**src/rtl/rv_pkg.sv**
```systemverilog
// Shared RV32I definitions: opcode constants, 4-bit ALU codes and the funct3/funct7 to ALU mapping.
package rv_pkg;

  localparam logic [6:0] OPC_OP     = 7'b0110011;
  localparam logic [6:0] OPC_OPIMM  = 7'b0010011;
  localparam logic [6:0] OPC_LOAD   = 7'b0000011;
  localparam logic [6:0] OPC_STORE  = 7'b0100011;
  localparam logic [6:0] OPC_BRANCH = 7'b1100011;
  localparam logic [6:0] OPC_JAL    = 7'b1101111;
  localparam logic [6:0] OPC_JALR   = 7'b1100111;
  localparam logic [6:0] OPC_LUI    = 7'b0110111;
  localparam logic [6:0] OPC_AUIPC  = 7'b0010111;

  typedef enum logic [3:0] {
    ALU_ADD   = 4'd0,
    ALU_SUB   = 4'd1,
    ALU_SLL   = 4'd2,
    ALU_SLT   = 4'd3,
    ALU_SLTU  = 4'd4,
    ALU_XOR   = 4'd5,
    ALU_SRL   = 4'd6,
    ALU_SRA   = 4'd7,
    ALU_OR    = 4'd8,
    ALU_AND   = 4'd9,
    ALU_PASSB = 4'd10
  } alu_op_e;

  // alt selects SUB/SRA; callers decide when funct7[5] is meaningful
  function automatic alu_op_e alu_from_funct(input logic [2:0] f3, input logic alt);
    case (f3)
      3'b000:  return alt ? ALU_SUB : ALU_ADD;
      3'b001:  return ALU_SLL;
      3'b010:  return ALU_SLT;
      3'b011:  return ALU_SLTU;
      3'b100:  return ALU_XOR;
      3'b101:  return alt ? ALU_SRA : ALU_SRL;
      3'b110:  return ALU_OR;
      default: return ALU_AND;
    endcase
  endfunction

endpackage

```
**src/rtl/imm_gen.sv**
```systemverilog
// Immediate generator: selects the I/S/B/U/J form from the opcode and sign-extends it to XLEN.
module imm_gen
  import rv_pkg::*;
#(
  parameter int XLEN = 32
) (
  input  logic [31:0]     i_instr,
  output logic [XLEN-1:0] o_imm
);

  logic [31:0] w_imm;

  always_comb begin
    w_imm = '0;
    case (i_instr[6:0])
      OPC_OPIMM, OPC_LOAD, OPC_JALR:
        w_imm = {{20{i_instr[31]}}, i_instr[31:20]};
      OPC_STORE:
        w_imm = {{20{i_instr[31]}}, i_instr[31:25], i_instr[11:7]};
      OPC_BRANCH:
        w_imm = {{19{i_instr[31]}}, i_instr[31], i_instr[7], i_instr[30:25], i_instr[11:8], 1'b0};
      OPC_LUI, OPC_AUIPC:
        w_imm = {i_instr[31:12], 12'b0};
      OPC_JAL:
        w_imm = {{11{i_instr[31]}}, i_instr[31], i_instr[19:12], i_instr[20], i_instr[30:21], 1'b0};
      default:
        w_imm = '0;
    endcase
  end

  assign o_imm = XLEN'($signed(w_imm));

endmodule

```
**src/rtl/id_stage.sv**
```systemverilog
// RV32I decode stage: decode, WB->ID bypass, load-use stall and the ID/EX register.
// Optional stall counter output enabled by defining ID_STALL_CNT_EN.
module id_stage
  import rv_pkg::*;
#(
  parameter int               XLEN     = 32,
  parameter logic [XLEN-1:0]  RESET_PC = 32'h0000_0000
) (
  input  logic            clk,
  input  logic            rst,
  input  logic            if_valid,
  input  logic [31:0]     if_instr,
  input  logic [XLEN-1:0] if_pc,
  input  logic            ex_flush,
  output logic [4:0]      ra1,
  output logic [4:0]      ra2,
  input  logic [XLEN-1:0] rd1,
  input  logic [XLEN-1:0] rd2,
  input  logic            wb_we,
  input  logic [4:0]      wb_wa,
  input  logic [XLEN-1:0] wb_wd,
  output logic            stall,
  output logic            ex_valid,
  output logic [XLEN-1:0] ex_pc,
  output logic [XLEN-1:0] ex_rs1_val,
  output logic [XLEN-1:0] ex_rs2_val,
  output logic [XLEN-1:0] ex_imm,
  output logic [4:0]      ex_rs1,
  output logic [4:0]      ex_rs2,
  output logic [4:0]      ex_rd,
  output logic [3:0]      ex_alu_op,
  output logic            ex_alu_src,
  output logic            ex_mem_rd,
  output logic            ex_mem_wr,
  output logic            ex_reg_we,
  output logic            ex_branch,
  output logic            ex_jump
`ifdef ID_STALL_CNT_EN
  ,
  output logic [31:0]     stall_cnt
`endif
);

  logic [6:0]      w_opc;
  logic [2:0]      w_f3;
  logic [4:0]      w_rd;
  logic            w_legal;
  logic [3:0]      w_alu_op;
  logic            w_alu_src;
  logic            w_mem_rd;
  logic            w_mem_wr;
  logic            w_reg_we;
  logic            w_branch;
  logic            w_jump;
  logic            w_use_rs1;
  logic            w_use_rs2;
  logic            w_load;
  logic [XLEN-1:0] w_imm;
  logic [XLEN-1:0] w_rs1_val;
  logic [XLEN-1:0] w_rs2_val;

  assign w_opc = if_instr[6:0];
  assign w_f3  = if_instr[14:12];
  assign w_rd  = if_instr[11:7];
  assign ra1   = if_instr[19:15];
  assign ra2   = if_instr[24:20];

  imm_gen #(.XLEN(XLEN)) u_imm_gen (
    .i_instr (if_instr),
    .o_imm   (w_imm)
  );

  always_comb begin
    w_legal   = 1'b1;
    w_alu_op  = ALU_ADD;
    w_alu_src = 1'b0;
    w_mem_rd  = 1'b0;
    w_mem_wr  = 1'b0;
    w_reg_we  = 1'b0;
    w_branch  = 1'b0;
    w_jump    = 1'b0;
    w_use_rs1 = 1'b0;
    w_use_rs2 = 1'b0;
    case (w_opc)
      OPC_OP: begin
        w_alu_op  = alu_from_funct(w_f3, if_instr[30]);
        w_reg_we  = 1'b1;
        w_use_rs1 = 1'b1;
        w_use_rs2 = 1'b1;
      end
      OPC_OPIMM: begin
        // funct7[5] is part of the immediate except for shift-right
        w_alu_op  = alu_from_funct(w_f3, (w_f3 == 3'b101) && if_instr[30]);
        w_alu_src = 1'b1;
        w_reg_we  = 1'b1;
        w_use_rs1 = 1'b1;
      end
      OPC_LOAD: begin
        w_alu_src = 1'b1;
        w_mem_rd  = 1'b1;
        w_reg_we  = 1'b1;
        w_use_rs1 = 1'b1;
      end
      OPC_STORE: begin
        w_alu_src = 1'b1;
        w_mem_wr  = 1'b1;
        w_use_rs1 = 1'b1;
        w_use_rs2 = 1'b1;
      end
      OPC_BRANCH: begin
        w_alu_op  = {1'b0, w_f3};
        w_branch  = 1'b1;
        w_use_rs1 = 1'b1;
        w_use_rs2 = 1'b1;
      end
      OPC_JAL: begin
        w_jump    = 1'b1;
        w_reg_we  = 1'b1;
      end
      OPC_JALR: begin
        w_alu_src = 1'b1;
        w_jump    = 1'b1;
        w_reg_we  = 1'b1;
        w_use_rs1 = 1'b1;
      end
      OPC_LUI: begin
        w_alu_op  = ALU_PASSB;
        w_alu_src = 1'b1;
        w_reg_we  = 1'b1;
      end
      OPC_AUIPC: begin
        w_alu_src = 1'b1;
        w_reg_we  = 1'b1;
      end
      default: w_legal = 1'b0;
    endcase
  end

  // Regfile writes at the same edge ID/EX captures, so WB data must be forwarded here
  always_comb begin
    w_rs1_val = rd1;
    w_rs2_val = rd2;
    if (ra1 == 5'd0)
      w_rs1_val = '0;
    else if (wb_we && (wb_wa == ra1))
      w_rs1_val = wb_wd;
    if (ra2 == 5'd0)
      w_rs2_val = '0;
    else if (wb_we && (wb_wa == ra2))
      w_rs2_val = wb_wd;
  end

  assign stall = if_valid && ex_valid && ex_mem_rd && (ex_rd != 5'd0) &&
                 ((w_use_rs1 && (ex_rd == ra1)) || (w_use_rs2 && (ex_rd == ra2))) &&
                 !ex_flush;

  assign w_load = !ex_flush && !stall && if_valid && w_legal;

  // Data fields always advance; only valid and controls are squashed for bubbles
  always_ff @(posedge clk or posedge rst) begin
    if (rst) begin
      ex_valid   <= 1'b0;
      ex_pc      <= RESET_PC;
      ex_rs1_val <= '0;
      ex_rs2_val <= '0;
      ex_imm     <= '0;
      ex_rs1     <= '0;
      ex_rs2     <= '0;
      ex_rd      <= '0;
      ex_alu_op  <= '0;
      ex_alu_src <= 1'b0;
      ex_mem_rd  <= 1'b0;
      ex_mem_wr  <= 1'b0;
      ex_reg_we  <= 1'b0;
      ex_branch  <= 1'b0;
      ex_jump    <= 1'b0;
    end else begin
      ex_valid   <= w_load;
      ex_pc      <= if_pc;
      ex_rs1_val <= w_rs1_val;
      ex_rs2_val <= w_rs2_val;
      ex_imm     <= w_imm;
      ex_rs1     <= ra1;
      ex_rs2     <= ra2;
      ex_rd      <= w_rd;
      ex_alu_op  <= w_load ? w_alu_op : 4'd0;
      ex_alu_src <= w_load && w_alu_src;
      ex_mem_rd  <= w_load && w_mem_rd;
      ex_mem_wr  <= w_load && w_mem_wr;
      ex_reg_we  <= w_load && w_reg_we && (w_rd != 5'd0);
      ex_branch  <= w_load && w_branch;
      ex_jump    <= w_load && w_jump;
    end
  end

`ifdef ID_STALL_CNT_EN
  always_ff @(posedge clk or posedge rst) begin
    if (rst)
      stall_cnt <= '0;
    else if (stall)
      stall_cnt <= stall_cnt + 32'd1;
  end
`endif

endmodule

```
**config.mk**
```make
export PLATFORM = sky130hd
export DESIGN_NAME = id_stage
export DESIGN_NICKNAME = d
export VERILOG_FILES = /design/src/rtl/rv_pkg.sv /design/src/rtl/imm_gen.sv /design/src/rtl/id_stage.sv
export SDC_FILE = /design/constraint.sdc
export NUM_CORES = 1
export LEC_CHECK = 0
export BUFFER_PORTS_ARGS = -buffer_cell sky130_fd_sc_hd__buf_4
export CORE_MARGIN = 2
export CORE_UTILIZATION = 35
export CTS_CLUSTER_SIZE = 10
export DETAILED_ROUTE_END_ITERATION = 12
export PLACE_DENSITY = 0.71
export SYNTH_ARGS = -nofsm -noshare
export SYNTH_HDL_FRONTEND = slang
export SYNTH_HIERARCHICAL = 1
export SYNTH_SLANG_ARGS = --single-unit
```
**constraint.sdc**
```tcl
create_clock -name clk -period 11.8 [get_ports clk]
set_input_delay 0.59 -clock clk [delete_from_list [all_inputs] [get_ports clk]]
set_output_delay 0.59 -clock clk [all_outputs]
set_load 0.01 [all_outputs]
```
# Word level (Yosys, flattened, before mapping)
# Cells that the tools add are included.
[word_totals]
latchBits = 0
output_inout_bits = 165
ram_bits = 0
romBits = 0
input_bits = 170
word_cells = 92
mem_count = 0
regBits = 154
[classes]
n_shift = 0
div = 0
n_mul = 0
magnitude_cmp = 0
reduce_logical = 36
n_eq_ne = 19
n_addsub = 0
n_bitwise = 0
mux = 22
[op_table]
columns = ["op", "count"]
rows = [
  ["32-bit one-hot mux with 5 select lines", 1],
  ["32-bit two-way mux", 4],
  ["4-bit one-hot mux with 7 select lines", 2],
  ["7-bit by 6-bit equality test with 1-bit output, second input constant", 3],
  ["7-bit equality test, second input constant", 3],
  ["5-bit equality test", 4],
  ["1-bit logical AND", 20],
  ["4-bit one-hot mux with 4 select lines", 1],
  ["7-bit by 5-bit equality test with 1-bit output, second input constant", 2],
  ["1-bit two-way mux", 13],
  ["6-bit OR reduction", 2],
  ["5-bit zero test", 2],
  ["5-bit nonzero test", 2],
  ["3-bit equality test, second input constant", 3],
  ["9-bit OR reduction", 1],
  ["7-bit by 2-bit equality test with 1-bit output, second input constant", 1],
  ["7-bit OR reduction", 1],
  ["3-bit by 2-bit equality test with 1-bit output, second input constant", 2],
  ["3-bit OR reduction", 2],
  ["4-bit two-way mux", 1],
  ["2-bit OR reduction", 2],
  ["3-bit by 1-bit equality test with 1-bit output, second input constant", 1],
  ["3-bit zero test", 1],
  ["1-bit zero test", 2],
  ["1-bit logical OR", 1],
]

# Depth between registers and ports, before layout
[logic_depth]
word_depth = 13
ltp_mapped = 7

# Hierarchy
# Netlist, hierarchy kept.
[modules_own_cells]
columns = ["mod", "n_inst", "area_per_inst_um2", "seq_area_each_um2", "cells_each"]
rows = [
  ["id_stage", 1, 5562.8, 3853.7, 404],
  ["imm_gen", 1, 546.8, 0.0, 79],
]

# Least setup slack after synthesis
# OpenSTA, ideal clock, no wires.
[synth_path]
path_type = "input to output"
from = "input if_instr[2]"
to = "output stall"
arrival_ns = 1.832
slack_ns = 9.378
required_ns = 11.210
cell_stages = 6
path_cell_list = "buf_6 > or3_1 > nor3_1 > o211a_1 > buf_6 > nor2b_1"
[synth_between]
elab_chain_len = 7
elab_cells_between_ends = 15
[synth_rtl]
columns = ["item", "line", "source"]
rows = [
  ["from (decl)", "id_stage.sv:12", "input logic [31:0] if_instr,"],
  ["7-bit by 6-bit equality test with 1-bit output, or another cell as far along", "id_stage.sv:84", "case (w_opc)"],
  ["6-bit OR reduction (no source line) or 3-bit OR reduction (tied branches)", "-", ""],
  ["1-bit two-way mux", "id_stage.sv:84", ""],
  ["1-bit logical AND", "id_stage.sv:154", "((w_use_rs1 && (ex_rd == ra1)) || (w_use_rs2 && (ex_rd == ra2))) &&"],
  ["1-bit logical OR *", "id_stage.sv:154", ""],
  ["1-bit logical AND *", "id_stage.sv:153", "assign stall = if_valid && ex_valid && ex_mem_rd && (ex_rd != 5'd0) &&"],
  ["1-bit logical AND *", "id_stage.sv:154", ""],
  ["to (decl)", "id_stage.sv:22", "output logic stall,"],
]
# Mark *: on every way between the ends. The rest lies on a longest branch, timed or not.

# Worst setup path after layout
[layout_path]
from = "register ex_rd[2]"
to = "output stall"
[layout_between]
elab_chain_len = 5
elab_cells_between_ends = 9
[layout_rtl]
columns = ["item", "line", "source"]
rows = [
  ["from (decl)", "id_stage.sv:30", "output logic [4:0] ex_rd,"],
  ["from (signal assigned)", "id_stage.sv:185", "ex_rd <= w_rd;"],
  ["5-bit equality test", "id_stage.sv:154", ""],
  ["1-bit logical AND", "id_stage.sv:154", ""],
  ["1-bit logical OR", "id_stage.sv:154", ""],
  ["1-bit logical AND *", "id_stage.sv:153", ""],
  ["1-bit logical AND *", "id_stage.sv:154", ""],
]
# Marked as above.

==> metrics.yaml <==
power:
  p_per_area_nw_per_um2: 135
  clock_power_share_pct: 41.8
  p_switching_uw: 317
  power.leakage_nw: 4.51
  vdd_drop_max_mv: 0.0878
  pwr-share-comb_pct: 13.4
  p_sw_share_pct: 25.3
  internal-power_uw: 935
  p_total_mw: 1.25
  seq_power_share_pct: 44.8
synth:
  synth_compound_area_share_pct: 6.10
  yosys.area_share.adder_pct: 0
  synth-simple-area-share_pct: 13.0
  synthCells: 483
  yosysSeqAreaShare_pct: 63.1
  synth_top_family_by_area: "simple AND/OR/NAND/NOR gates"
  synthMuxAreaShare_pct: 10.8
  synth_area_per_cell_um2: 12.6
  synth_edf_count: 0
  yosys_warnings: 6
  synth-xor-area-share_pct: 2.87
  ys_types: 53
  syn_area_um2: 6110
  synthArstFlopShare_pct: 100
  synthFlopType: "dfrtp_1"
  synthesis.nets: 653
  yosys_register_bits: 154
clock_network:
  clk_latency_ns: 0.42
  htreeDepth: 4
  cts_root_buf: "clkbuf_16"
  cts_hold_buf: 0
  cts_buffer_depth: 2
  post_cts_buffers: 0
  cts_tree: "done"
  cts_sinks: 154
  cts_buffers: 17
  cts_resized: 0
  clk_pin_slew_worst_paths_ns: 0.07
critical_path:
  required_ns: 11.21
  crit_start: "ex_rd[2]"
  r2r_cells: 5
  crit_type: "flip-flop to output port"
  crit_chain: "or4_1, nor2_1, nor4_1, o211a_1, nor2b_1, buf_4"
  end_kind: "output port"
  critPathMaxStageDelay_ns: 0.52
  crit_buf_inv: 1
  r2r_slack_ns: 9.65
  r2r_start: "ex_rd[2]"
  cp_top_family: "simple AND/OR/NAND/NOR gates"
  arrival_ns: 2.23
  crit_slowest_cell: "or4_1"
  crit_fanout: 12
  r2r-end: "ex_alu_op[3]"
  crit_path_start_kind: "flip-flop"
timing:
  tns_ns: 0
  finalCritPeriodShare_pct: 23.9
  finalCriticalPeriod_ns: 2.82
  slew_headroom_pct: 27.0
  setup_violations: 0
  layout_setup_ws_ns: 8.98
  rsz0062_at_grt: "false"
  hold_violations: 0
  report.final.slew_viol_count: 0
  skew_ns: 0.00308
  worstMarginPinSlew_ns: 1.10
  holdWs_ns: 0.270
  max_freq_mhz: 355
placed_design:
  dpl_worst_slack_ns: 9.05
  finalWeightedCongestion: 0.831
  io_buffers: 334
  hpwlAfterDp_um: 15000
floorplanning:
  chipHeight_um: 136
  die_w_um: 136
  dieArea_um2: 18500
  start_util_pct: 35.6
  rows: 48
  core_um2: 17200
  io_pins: 335
drt:
  first_iter_violations: 242
  ant_nets: 0
  vias: 4971
  dr.pass1.iters: 4
  wirelength_um: 20200
  wl_per_cell_um: 19.4
  avgViaCountPerCell: 4.77
  drcViolationCount: 0
layout:
  fill_cells: 1506
  drive_gt1_share_pct: 48.3
  final-seq-area_um2: 3850
  nNetsFinal: 972
  area_delta_synth_final_pct: 51.7
  final_util_pct: 53.9
  multi_input_area_um2: 2010
global_route:
  antenna_found_initial: 3
  grt_pass1_vias: 4969
  grt_pass1_wl_um: 29400
  grt_use_total_pct: 21.4
  grt_max_degree: 91
  overflow: 0
min_path:
  hold_start: "if_pc[28]"
  hp-class: "input port to flip-flop"
  hold_path_end: "ex_pc[28]"
  hold_depth: 1
status:
  run_status: "finished clean"
flow_run:
  cap_violations: 0
## cell usage in the layout (no fill, tap or decap), types with 4 or more instances in the layout
| cell | Yosys | routed |
|---|---|---|
| mux2i_1 | 65 | 65 |
| a22o_1 | 4 | 4 |
| clkbuf_16 | 0 | 17 |
| dfrtp_1 | 154 | 154 |
| xnor2_1 | 10 | 10 |
| nor4_1 | 4 | 4 |
| o21ai_0 | 18 | 18 |
| or4_1 | 5 | 5 |
| nand2_1 | 11 | 11 |
| nor2b_1 | 7 | 7 |
| xor2_1 | 10 | 10 |
| nor3_1 | 5 | 5 |
| nand3_1 | 16 | 16 |
| buf_4 | 17 | 337 |
| clkinv_4 | 0 | 4 |
| inv_6 | 0 | 6 |
| a21o_2 | 8 | 8 |
| nor2_1 | 74 | 72 |
## Yosys cell counts, types with 2 or more instances
master      n  area, um^2
dfrtp_1   154        3850
nor2_1     74         278
mux2i_1    65         651
o21ai_0    18        90.1
buf_4      17         128
nand3_1    16        80.1
buf_2      12        60.1
nand2_1    11        41.3
xnor2_1    10        87.6
xor2_1     10        87.6
a21o_2      8        70.1
nor2b_1     7        43.8
clkbuf_1    5        18.8
nor3_1      5        25.0
or4_1       5        37.5
a22o_1      4        35.0
nor4_1      4        25.0
a211oi_1    3        22.5
a21oi_1     3        15.0
and2b_1     3        22.5
and3_1      3        18.8
buf_6       3        33.8
inv_1       3        11.3
nand2b_1    3        18.8
nor3b_1     3        22.5
o21a_1      3        22.5
and3b_1     2        17.5
and3b_2     2        20.0
nand3b_1    2        15.0
or3_1       2        12.5
## kinds of logic after synthesis
family                    count (synthesis)
muxes                                    66
DFF                                     154
and+or+nand+nor                         152
buffers and inverters                    40
AOI/OAI and AO/OA                        51
xor gates and xnor gates                 20
## worst reg2reg max path, delay by kind of cell (launching register included)
kind,cells,cell delay [ns]
AOI/OAI and AO/OA,1,0.26
DFF,1,0.45
and+or+nand+nor,4,1.28
## power groups by stage
stage	registers, mW	clock network [mW]	logic, mW
4_1_cts	0.561	0.536	0.169
2_1_floorplan	0.584	0	0.0490
3_5_place_dp	0.571	0	0.168
3_3_place_gp	0.570	0	0.166
6_report	0.561	0.523	0.167
5_1_grt	0.563	0.561	0.181
## area by class of cell
type | instances | share of cell area [%]
Antenna cell | 3 | 0.0810
Clock buffer | 17 | 4.59
Clock inverter | 14 | 1.51
Inverter | 3 | 0.176
Multi-Input combinational cell | 289 | 21.7
Sequential cell | 154 | 41.6
Tap cell | 225 | 3.04
Timing Repair Buffer | 337 | 27.3
## flip-flops by register name (all words and copies together), names as in the netlist, 4 cells and up
| signal | flops |
|---|---|
| ex_imm | 32 |
| ex_pc | 32 |
| ex_rs1_val | 32 |
| ex_rs2_val | 32 |
| ex_rd | 5 |
| ex_rs1 | 5 |
| ex_rs2 | 5 |
| ex_alu_op | 4 |
## routing by layer
metal  vias up  wire, um  global-route usage (%)
met5         -         0                       0
met4         0       522                    8.56
met3        28      1330                    5.97
met2       197     10800                    37.2
met1      2455      7630                    24.9
li1       2291         -                       -
## per-stage QoR
stage,std cells,cell area [um^2]
after global placement,1008,8690
after global routing,1042,9270
after CTS,1039,9260
after detailed placement,1008,8690
final,1042,9270
after floorplan,483,6110
## how the worst max path moves through the flow
stage / endpoint / slack, ns / cells after the start
2_1_floorplan: ex_alu_op[0] / 7.06 / 1
3_3_place_gp: stall / 9.09 / 6
3_5_place_dp: stall / 9.05 / 6
4_1_cts: stall / 8.98 / 6
5_1_grt: stall / 8.86 / 6
6_report: stall / 8.98 / 6
Power figures use the tool's default switching activity.
